===== config.mk =====
export PLATFORM = sky130hd
export DESIGN_NAME = eth_pkt_rr_arbiter
export DESIGN_NICKNAME = d
export VERILOG_FILES = /design/src/rtl/eth_pkt_rr_arbiter.sv
export SDC_FILE = /design/constraint.sdc
export NUM_CORES = 1
export LEC_CHECK = 0
export ABC_CLOCK_PERIOD_IN_PS = 5700
export CAP_MARGIN = 20
export CORE_AREA = 2 2 335 337
export DETAILED_ROUTE_END_ITERATION = 8
export DIE_AREA = 0 0 337 339
export GPL_TIMING_DRIVEN = 1
export HOLD_SLACK_MARGIN = 0.12
export MAX_ROUTING_LAYER = met4
export PLACE_DENSITY = 0.39
export SLEW_MARGIN = 20
export SYNTH_ARGS = -nofsm -noshare
export SYNTH_HDL_FRONTEND = slang
export SYNTH_SLANG_ARGS = --single-unit

===== constraint.sdc =====
create_clock -name clk -period 5.7 [get_ports clk]
set_clock_uncertainty 0.05 [all_clocks]
set_input_delay 1.71 -clock clk [delete_from_list [all_inputs] [get_ports clk]]
set_output_delay 1.71 -clock clk [all_outputs]
set_load 0.03 [all_outputs]

===== src/rtl/eth_pkt_rr_arbiter.sv =====
// Packet-granular round-robin arbiter: four ingress streams share one registered output
// stage. A granted port keeps the output from SOP to EOP, so packets never interleave.
module eth_pkt_rr_arbiter #(
   parameter int DATA_W  = 148,
   parameter int EMPTY_W = 4,
   parameter int CNT_W   = 16
) (
   input  logic                  clk,
   input  logic                  reset_n,
   input  logic [4*DATA_W-1:0]   in_data,
   input  logic [3:0]            in_valid,
   input  logic [3:0]            in_sop,
   input  logic [3:0]            in_eop,
   input  logic [4*EMPTY_W-1:0]  in_empty,
   output logic [3:0]            in_ready,
   input  logic                  xoff,
   output logic [DATA_W-1:0]     out_data,
   output logic                  out_valid,
   output logic                  out_sop,
   output logic                  out_eop,
   output logic [EMPTY_W-1:0]    out_empty,
   output logic [1:0]            out_channel,
   input  logic                  out_ready,
   output logic [4*CNT_W-1:0]    pkt_count,
   output logic                  sop_err,
   output logic                  o_dbg_state
);

   // Handshake: a beat moves on a cycle where valid and ready are both high at the
   // rising edge; a producer holds its beat stable while valid is high and ready is low.
   typedef enum logic {ST_IDLE = 1'b0, ST_BUSY = 1'b1} state_t;

   state_t               r_state;
   state_t               w_state_nxt;
   logic [1:0]           r_grant;
   logic [1:0]           w_grant_nxt;
   logic [1:0]           r_last_grant;
   logic                 r_first_beat;
   logic                 r_sop_err;

   logic [DATA_W-1:0]    r_out_data;
   logic                 r_out_valid;
   logic                 r_out_sop;
   logic                 r_out_eop;
   logic [EMPTY_W-1:0]   r_out_empty;
   logic [1:0]           r_out_channel;
   logic [CNT_W-1:0]     r_pkt_cnt [4];

   logic                 w_load;
   logic                 w_accept;
   logic [3:0]           w_ready;
   logic                 w_pick_vld;
   logic [1:0]           w_pick;
   logic [DATA_W-1:0]    w_sel_data;
   logic                 w_sel_valid;
   logic                 w_sel_sop;
   logic                 w_sel_eop;
   logic [EMPTY_W-1:0]   w_sel_empty;

   assign w_load   = !r_out_valid || out_ready;
   assign w_accept = (r_state == ST_BUSY) && w_load && w_sel_valid;

   // Search last_grant+1 .. last_grant+4; iterating downwards lets the nearest port win.
   always_comb begin
      w_pick_vld = 1'b0;
      w_pick     = r_last_grant;
      for (int i = 4; i >= 1; i--) begin
         if (in_valid[r_last_grant + 2'(i)]) begin
            w_pick_vld = 1'b1;
            w_pick     = r_last_grant + 2'(i);
         end
      end
   end

   always_comb begin
      w_sel_data  = '0;
      w_sel_valid = 1'b0;
      w_sel_sop   = 1'b0;
      w_sel_eop   = 1'b0;
      w_sel_empty = '0;
      for (int p = 0; p < 4; p++) begin
         if (r_grant == 2'(p)) begin
            w_sel_data  = in_data[p*DATA_W +: DATA_W];
            w_sel_valid = in_valid[p];
            w_sel_sop   = in_sop[p];
            w_sel_eop   = in_eop[p];
            w_sel_empty = in_empty[p*EMPTY_W +: EMPTY_W];
         end
      end
   end

   always_comb begin
      w_state_nxt = r_state;
      w_grant_nxt = r_grant;
      w_ready     = '0;
      case (r_state)
         ST_IDLE: begin
            if (!xoff && w_pick_vld) begin
               w_state_nxt = ST_BUSY;
               w_grant_nxt = w_pick;
            end
         end
         ST_BUSY: begin
            if (w_load) w_ready[r_grant] = 1'b1;
            if (w_accept && w_sel_eop) w_state_nxt = ST_IDLE;
         end
         default: w_state_nxt = ST_IDLE;
      endcase
   end

   always_ff @(posedge clk or negedge reset_n) begin
      if (!reset_n) begin
         r_state      <= ST_IDLE;
         r_grant      <= 2'd0;
         r_last_grant <= 2'd3;
         r_first_beat <= 1'b0;
         r_sop_err    <= 1'b0;
      end else begin
         r_state <= w_state_nxt;
         r_grant <= w_grant_nxt;
         if (w_accept) begin
            r_first_beat <= 1'b0;
            if (r_first_beat && !w_sel_sop) r_sop_err <= 1'b1;
            if (w_sel_eop) r_last_grant <= r_grant;
         end
         if (r_state == ST_IDLE && w_state_nxt == ST_BUSY) r_first_beat <= 1'b1;
      end
   end

   always_ff @(posedge clk or negedge reset_n) begin
      if (!reset_n) begin
         r_out_data    <= '0;
         r_out_valid   <= 1'b0;
         r_out_sop     <= 1'b0;
         r_out_eop     <= 1'b0;
         r_out_empty   <= '0;
         r_out_channel <= 2'd0;
      end else if (w_load) begin
         r_out_valid <= w_accept;
         if (w_accept) begin
            r_out_data    <= w_sel_data;
            r_out_sop     <= w_sel_sop;
            r_out_eop     <= w_sel_eop;
            r_out_empty   <= w_sel_empty;
            r_out_channel <= r_grant;
         end
      end
   end

   // Counters wrap naturally at 2^CNT_W.
   always_ff @(posedge clk or negedge reset_n) begin
      if (!reset_n) begin
         for (int p = 0; p < 4; p++) r_pkt_cnt[p] <= '0;
      end else if (w_accept && w_sel_eop) begin
         r_pkt_cnt[r_grant] <= r_pkt_cnt[r_grant] + 1'b1;
      end
   end

   for (genvar gp = 0; gp < 4; gp++) begin : g_cnt
      assign pkt_count[gp*CNT_W +: CNT_W] = r_pkt_cnt[gp];
   end

   assign in_ready    = w_ready;
   assign out_data    = r_out_data;
   assign out_valid   = r_out_valid;
   assign out_sop     = r_out_sop;
   assign out_eop     = r_out_eop;
   assign out_empty   = r_out_empty;
   assign out_channel = r_out_channel;
   assign sop_err     = r_sop_err;
   assign o_dbg_state = r_state;

endmodule


**Word-level counts from Yosys, hierarchy flattened**

Index checks and enable logic that the tools add are counted.

- Reductions and logical operators: 18
- Shift operators: 0
- Equal/unequal tests: 3
- Bitwise gates (word level): 2
- $add $sub $neg: 4
- $lt $le $gt $ge: 8
- $mul: 0
- Divide/modulo/power cells: 0
- Mux-type cells: 50

Operator list:

| kind | number |
|---|---|
| 2-to-1 mux 148 bit | 4 |
| bitwise mux 64 bit | 1 |
| 2-to-1 mux 16 bit | 3 |
| binary-select mux 16 bit (select 2 bit) | 1 |
| demux 16 bit (select 2 bit) | 1 |
| 2-to-1 mux 1 bit | 25 |
| 2-to-1 mux 4 bit | 6 |
| adder 16 x 1 -> 16 bit (second input constant) | 1 |
| less-than comparator 2 x 3 -> 1 bit (second input constant) | 5 |
| binary-select mux 1 bit (select 2 bit) | 4 |
| logical AND 1 bit | 8 |
| AND reduction 2 bit | 4 |
| 2-to-1 mux 2 bit | 3 |
| adder 2 bit (second input constant) | 2 |
| == test 2 bit (second input constant) | 2 |
| >= comparator 3 bit (second input constant) | 1 |
| logical NOT 1 bit | 3 |
| less-than comparator 3 x 1 -> 1 bit (second input constant) | 1 |
| NOT 2 -> 3 bit | 1 |
| adder 2 x 1 -> 2 bit (second input constant) | 1 |
| demux 1 bit (select 2 bit) | 1 |
| == test 2 x 1 -> 1 bit (second input constant) | 1 |
| >= comparator 2 x 1 -> 1 bit (second input constant) | 1 |
| logical NOT 2 bit | 1 |
| other kinds (4) | 4 |

- Memory bits (read-only): 0
- Latch bits: 0
- Register bits after elaboration: 228
- Input bits: 624
- Memories: 0
- Output and inout bits: 227
- Logic and storage cells: 100
- Bits in writable memories: 0

**Longest topological paths before layout**

Gate-level depths: netlist of the first run.

- Word-level depth: 11
- Mapped depth: 9
- Depth with buffers taken out: 7

**Worst setup path after synthesis of the first run**

OpenSTA, ideal clock, no wires.

- Kind: input port to output port
- From: input out_ready
- To: output in_ready[2]
- Slack: 1.194 ns
- Path buffers: 0
- Arrival time: 2.746 ns
- Required time: 3.940 ns
- Stages: 3
- Cells stage by stage: nand2b_1 -> nand2_1 -> nor3b_1

- Word-level cells in the longest chain between the ends: 3

RTL lines:

| what | RTL line | RTL |
|---|---|---|
| from (decl) | 23 | `input logic out_ready,` |
| logical OR 1 bit | 60 | `assign w_load = !r_out_valid \|\| out_ready;` |
| 2-to-1 mux 4 bit | 104 | `if (w_load) w_ready[r_grant] = 1'b1;` |
| 2-to-1 mux 4 bit | 96 | `case (r_state)` |
| to (decl) | 15 | `output logic [3:0] in_ready,` |

Every way passes these cells.

**Worst setup path after layout of the first run**

Same ends and word-level chain as after synthesis.

==> flow_summary.json, run 1 <==
{
  "die_area_sq_um": 114200,
  "max-vdd-ir-drop_mv": 0.4812,
  "fin_crit_ps": 5292,
  "ys_seq_area_share_pct": 44.46,
  "power_frac_seq_pct": 23.0,
  "numClockSinks": 228,
  "maxCapViolCount": 0,
  "final_cells": 3179,
  "h-tree-depth": 2,
  "fin_nets": 2287,
  "p_leak_nw": 8.902,
  "root_buffer": "clkbuf_16",
  "rsz0062_at_grt": "false",
  "drv_slew": 0,
  "synth.distinct_cells": 38,
  "area_delta_synth_final_pct": 89.15,
  "clock.fmax_ghz": 0.1890,
  "io-pin-count": 851,
  "drc_errors": 0,
  "ys.flop_type": "dfrtp_1",
  "r2r-start": "r_grant[0]$_DFFE_PN0P_",
  "clockBufferDepth": 3,
  "syn_area_sq_um": 12840,
  "postCtsResizedCells": 0,
  "cp.required_ps": 3940,
  "netlist_instances": 829,
  "drive_above_1_share_pct": 19.55,
  "wl_per_cell_um": 22.57,
  "tightest_slew_ps": 882.0,
  "die_w_um": 337,
  "grt_max_degree": 91,
  "criticalPathCategory": "in -> out",
  "p_sw_share_pct": 43.68,
  "gp_congestion": 0.8421,
  "start_kind": "primary input",
  "status": "complete, no violations",
  "ys_top_cells_by_area": "dfrtp_1 44%, mux4_2 30%, mux2_1 8.9%",
  "setup-tns-final_ps": 0,
  "synth_top_area_share_pct": 44.05,
  "cts_tree": "built",
  "fp.dieH_um": 339,
  "syn_area_per_cell_sq_um": 15.49,
  "cp_common_cell": "clkdlybuf4s50_1",
  "critPathSlowestCell": "clkdlybuf4s50_1",
  "min_period_over_period_pct": 92.84,
  "core_sq_um": 110400,
  "endpoint_kind": "output pin",
  "max-slew-margin-rel_pct": 41.20,
  "cp.arrival_ps": 3530,
  "dpl_cell_area_sq_um": 23060,
  "crit_start": "out_ready",
  "grt_first_pass_wirelength_um": 97790,
  "antenna_found_initial": 9,
  "syn-num-nets": 1454,
  "p_sw_mw": 5.761,
  "clock_latency_ps": 580,
  "clkPwrFrac_pct": 17.3,
  "hold_viol": 0,
  "cts_made_buffers": 35,
  "intPower_mw": 7.428,
  "hp-start": "out_data[84]$_DFFE_PN0P_",
  "path_cells": "clkdlybuf4s50_1 > nand2b_1 > nand2_1 > nor3b_1 > clkdlybuf4s50_1",
  "async_flop_share_pct": 100.0,
  "grt_pass1_vias": 12830,
  "ant_nets": 0,
  "comb_power_share_pct": 59.8,
  "initial_core_util_pct": 11.63,
  "setup_viol": 0,
  "dp.final_hpwl_um": 58460,
  "io_buffer_count": 850,
  "routed_wl_um": 71740,
  "cts_setup_buffers": 0,
  "overflow": 0,
  "ctsHoldBuffers": 0,
  "hold_class": "reg -> reg",
  "via_per_inst": 3.531,
  "fp-row-count": 122,
  "dp.cells": 3113,
  "ys_seq_elements": 228,
  "num_vias": 11220,
  "drt_iter0_markers": 330,
  "critPathTopFamily": "buffers and inverters",
  "crit_buf_inv": 2,
  "dr.pass1.iters": 4,
  "yosysTopAreaCell": "dfrtp_1",
  "yosys_warnings": 0,
  "grt_use_total_pct": 12.46,
  "synth_edf_count": 0,
  "clk_pin_slew_ps": 50,
  "crit_fanout": 5,
  "final_util_pct": 22.00,
  "design_area_sq_um": 24280,
  "slowest_delay_ps": 720,
  "powerDensity_nw_per_um2": 543.1,
  "hold_ws_ps": 429.3
}
==> metal layers <==
layer,wire [um],vias up,GRT usage (%)
li1,-,4951,-
met1,27960,5690,13.91
met2,35990,522,21.47
met3,6366,61,4.136
met4,1427,0,2.669
met5,0,-,-
==> worst register-to-register path: cells and delay by family, from the launching register on <==
kind,cells,cell delay (ps)
and+or+nand+nor,1,270
DFF,1,620
buffers and inverters,3,1540
muxes,2,880
==> area by class of cell <==
cell class,count,area [sq um]
Multi-Input combinational cell,529,6797
Antenna cell,3,7.507
Fill cell,11790,86080
Clock buffer,46,1007
Timing Repair Buffer,866,8683
Sequential cell,228,5715
Tap cell,1488,1862
Inverter,2,7.507
Clock inverter,17,202.7
==> cell families (layout without fill, tap and decap cells) <==
| group | count (synthesis) | count (layout) | share of synthesized area (%) |
|---|---|---|---|
| DFF | 228 | 228 | 44.46 |
| buffers and inverters | 72 | 931 | 2.651 |
| AOI/OAI and AO/OA | 61 | 61 | 2.524 |
| and+or+nand+nor | 110 | 110 | 4.259 |
| other | 0 | 3 | 0 |
| adders and majority gates | 1 | 1 | 0.09745 |
| xor gates and xnor gates | 14 | 14 | 0.9552 |
| muxes | 343 | 343 | 45.05 |
==> synth_stat cells (12+ instances only) <==
cell type	instances
mux2_1	101
buf_2	44
nor2_1	20
mux2_2	67
nand2_1	56
o21ai_1	17
clkbuf_1	18
xnor2_1	12
mux4_2	171
dfrtp_1	226
o21ai_0	23
a21oi_1	14
==> path summary, 6_finish.rpt <==
| path | to | slack, ps | depth (start not counted) |
|---|---|---|---|
| worst max register to register | out_data[59]$_DFFE_PN0P_ | 2210 | 6 |
| min in group asynchronous | out_channel[1]$_DFFE_PN0P_ | 1070 | 1 |
| max in group asynchronous | out_data[131]$_DFFE_PN0P_ | 3490 | 2 |
| worst min register to register | out_data[84]$_DFFE_PN0P_ | 430 | 1 |
| worst min-delay path | out_data[84]$_DFFE_PN0P_ | 430 | 1 |
| worst max-delay path | in_ready[2] | 410 | 5 |
==> cell usage in the layout (no fill, tap or decap), types with 3 or more instances in the layout <==
cell / instances
nor3b_1: 3
diode_2: 3
nand2b_1: 4
clkbuf_16: 35
xnor2_1: 12
mux2i_1: 4
o21ai_0: 23
buf_4: 12
dfrtp_1: 224
mux2_2: 67
bufinv_16: 3
a21oi_1: 14
clkdlybuf4s50_1: 849
mux4_2: 171
nand2_1: 56
clkinv_2: 9
nand3_1: 4
clkbuf_8: 9
buf_12: 4
nand4_1: 3
a21o_1: 3
nor3_1: 6
o21ai_1: 17
nor2_1: 19
nor4_2: 4
mux2_1: 101
==> per-stage QoR <==
stage               power [mW]  setup slack, ps
floorplan                7.501             1194
global placement         11.12            355.7
detailed placement       11.16            419.8
CTS                      13.60            410.6
global route             14.04            349.2
finish                   13.19            408.1
==> power groups by stage <==
| stage | combinational (mW) | clock [mW] | sequential [mW] |
|---|---|---|---|
| 6_report | 7.88 | 2.28 | 3.03 |
| 5_1_grt | 8.41 | 2.46 | 3.16 |
| 4_1_cts | 8.14 | 2.41 | 3.05 |
| 3_5_place_dp | 8.10 | 0 | 3.06 |
| 3_3_place_gp | 8.08 | 0 | 3.04 |
| 2_1_floorplan | 3.18 | 0 | 4.32 |
==> state kept, by name, indices dropped and copies added (netlist names) <==
register / cells
r_first_beat: 1
out_valid: 1
r_last_grant: 2
sop_err: 1
pkt_count: 64
out_channel: 2
out_sop: 1
out_data: 148
out_eop: 1
r_grant: 2
out_empty: 4
o_dbg_state: 1
(Power assumes the default switching activity.)
==> run 2, diff against run 1 <==
CTS_BUF_LIST = sky130_fd_sc_hd__clkbuf_2 sky130_fd_sc_hd__clkbuf_4 sky130_fd_sc_hd__clkbuf_8   (was default)
==> run 2 against run 1 <==
Sequential power hardly changed. Clock power is 9.6% lower. Combinational power hardly changed. Cell count is 0.91% higher. First-iteration DRC count is 9.7% lower. Register-to-register slack better by 20 ps. Wire length hardly changed. Via count is 1.0% higher. Sequential cell count stayed put.
==> flow_summary.json, run 2 (synthesized netlist as in run 1, its figures left out) <==
{
  "status": "complete, no violations",
  "cp.arrival_ps": 3530,
  "reg2regPathDepth": 6,
  "cp_common_cell": "clkdlybuf4s50_1",
  "start_kind": "primary input",
  "p_sw_mw": 5.735,
  "fin_nets": 2304,
  "max-slew-margin-rel_pct": 40.52,
  "maxCapViolCount": 0,
  "fp-row-count": 122,
  "initial_core_util_pct": 11.63,
  "postCtsResizedCells": 0,
  "drt_iter0_markers": 298,
  "dp.final_hpwl_um": 58460,
  "hold_class": "reg -> reg",
  "grt_first_pass_wirelength_um": 98070,
  "reg2reg_to": "out_data[59]$_DFFE_PN0P_",
  "ctsHoldBuffers": 0,
  "cts_tree": "built",
  "ant_nets": 0,
  "dr.pass1.iters": 5,
  "fin_crit_ps": 5291,
  "antenna_found_initial": 9,
  "rrSetupSlack_ps": 2230,
  "drive_above_1_share_pct": 21.07,
  "io-pin-count": 851,
  "crit_fanout": 5,
  "io_buffer_count": 850,
  "drc_errors": 0,
  "num_vias": 11340,
  "criticalPathCategory": "in -> out",
  "endpoint_kind": "output pin",
  "die_w_um": 337,
  "layout_commonest_cell": "clkdlybuf4s50_1",
  "rsz0062_at_grt": "false",
  "numClockSinks": 228,
  "final_cell_mix": "849 x clkdlybuf4s50_1, 224 x dfrtp_1, 171 x mux4_2",
  "intPower_mw": 7.236,
  "power_frac_seq_pct": 23.3,
  "h-tree-depth": 2,
  "p_sw_share_pct": 44.21,
  "drv_slew": 0,
  "clock_latency_ps": 670,
  "clock.fmax_ghz": 0.1890,
  "max-vdd-ir-drop_mv": 0.4921,
  "final_util_pct": 21.95,
  "overflow": 0,
  "critPathSlowestCell": "clkdlybuf4s50_1",
  "setup-tns-final_ps": 0,
  "r2r-start": "r_grant[0]$_DFFE_PN0P_",
  "via_per_inst": 3.534,
  "setup_viol": 0,
  "hold_viol": 0,
  "wl_per_cell_um": 22.35,
  "powerDensity_nw_per_um2": 535.6,
  "crit_start": "out_ready",
  "path_cells": "clkdlybuf4s50_1 > nand2b_1 > nand2_1 > nor3b_1 > clkdlybuf4s50_1",
  "tightest_slew_ps": 892.2,
  "clkPwrFrac_pct": 15.9,
  "die_area_sq_um": 114200,
  "core_sq_um": 110400,
  "grt_pass1_vias": 12960,
  "fillerInstances": 11840,
  "grt_use_total_pct": 12.49,
  "comb_power_share_pct": 60.8,
  "grt_max_degree": 91,
  "gp_congestion": 0.8421,
  "routed_wl_um": 71700,
  "clk_pin_slew_ps": 50,
  "slowest_delay_ps": 720,
  "area_delta_synth_final_pct": 88.66,
  "crit_end": "in_ready[2]",
  "fp.dieH_um": 339,
  "largest_reg_flops": 148,
  "cts_made_buffers": 52,
  "cp.required_ps": 3940,
  "p_leak_nw": 8.907,
  "clockBufferDepth": 3,
  "root_buffer": "clkbuf_8",
  "min_period_over_period_pct": 92.83,
  "cts_setup_buffers": 0
}
[run 2: per-stage QoR]
stage          worst slack (ps)  hold slack (ps)  power (mW)  cells  instance area, sq um
2_1_floorplan              1194            391.9       7.501    829                 12840
3_3_place_gp              355.7            415.7       11.12   3113                 23060
3_5_place_dp              419.8            423.4       11.16   3113                 23060
4_1_cts                   410.6            436.5       13.39   3206                 24210
5_1_grt                   349.2            455.8       13.83   3207                 24220
6_report                  408.6            430.0       12.97   3208                 24220
[run 2: worst min-delay path by stage]
stage | depth (start not counted) | from | end | slack [ps]
after floorplan | 1 | r_first_beat$_DFFE_PN0P_ | r_first_beat$_DFFE_PN0P_ | 390
after global placement | 1 | sop_err$_DFFE_PN0P_ | sop_err$_DFFE_PN0P_ | 420
after detailed placement | 1 | sop_err$_DFFE_PN0P_ | sop_err$_DFFE_PN0P_ | 420
after CTS | 1 | out_data[72]$_DFFE_PN0P_ | out_data[72]$_DFFE_PN0P_ | 440
after global routing | 1 | out_data[46]$_DFFE_PN0P_ | out_data[46]$_DFFE_PN0P_ | 460
final | 1 | out_data[72]$_DFFE_PN0P_ | out_data[72]$_DFFE_PN0P_ | 430
[run 2: final cells by class]
cell class                 instances  area, sq um  area share (%)
antenna                            2        5.005         0.02066
clock buffer                      85         1076           4.443
clock inverter                     8        73.82          0.3048
inverter                           2        7.507         0.03100
multi-input combinational        529         6797           28.06
sequential                       228         5715           23.60
tap                             1488         1862           7.687
timing repair buffer             866         8683           35.85
[run 2: critical path, delay by kind of cell]
kind                   cells  cell delay, ps
buffers and inverters      2            1200
AND/OR/NAND/NOR            3             610
[run 2: metal layers]
layer / vias to the layer above / track usage, % / routed length [um]
met5: - / - / 0
met4: 0 / 2.818 / 1447
met3: 70 / 4.187 / 6235
met2: 542 / 21.40 / 36010
met1: 5730 / 13.94 / 28010
li1: 4996 / - / -
[run 2: power groups by stage]
stage / logic (mW) / registers, mW / clock network, mW
2_1_floorplan: 3.18 / 4.32 / 0
3_3_place_gp: 8.08 / 3.04 / 0
3_5_place_dp: 8.10 / 3.06 / 0
4_1_cts: 8.14 / 3.05 / 2.19
5_1_grt: 8.41 / 3.16 / 2.26
6_report: 7.88 / 3.03 / 2.06
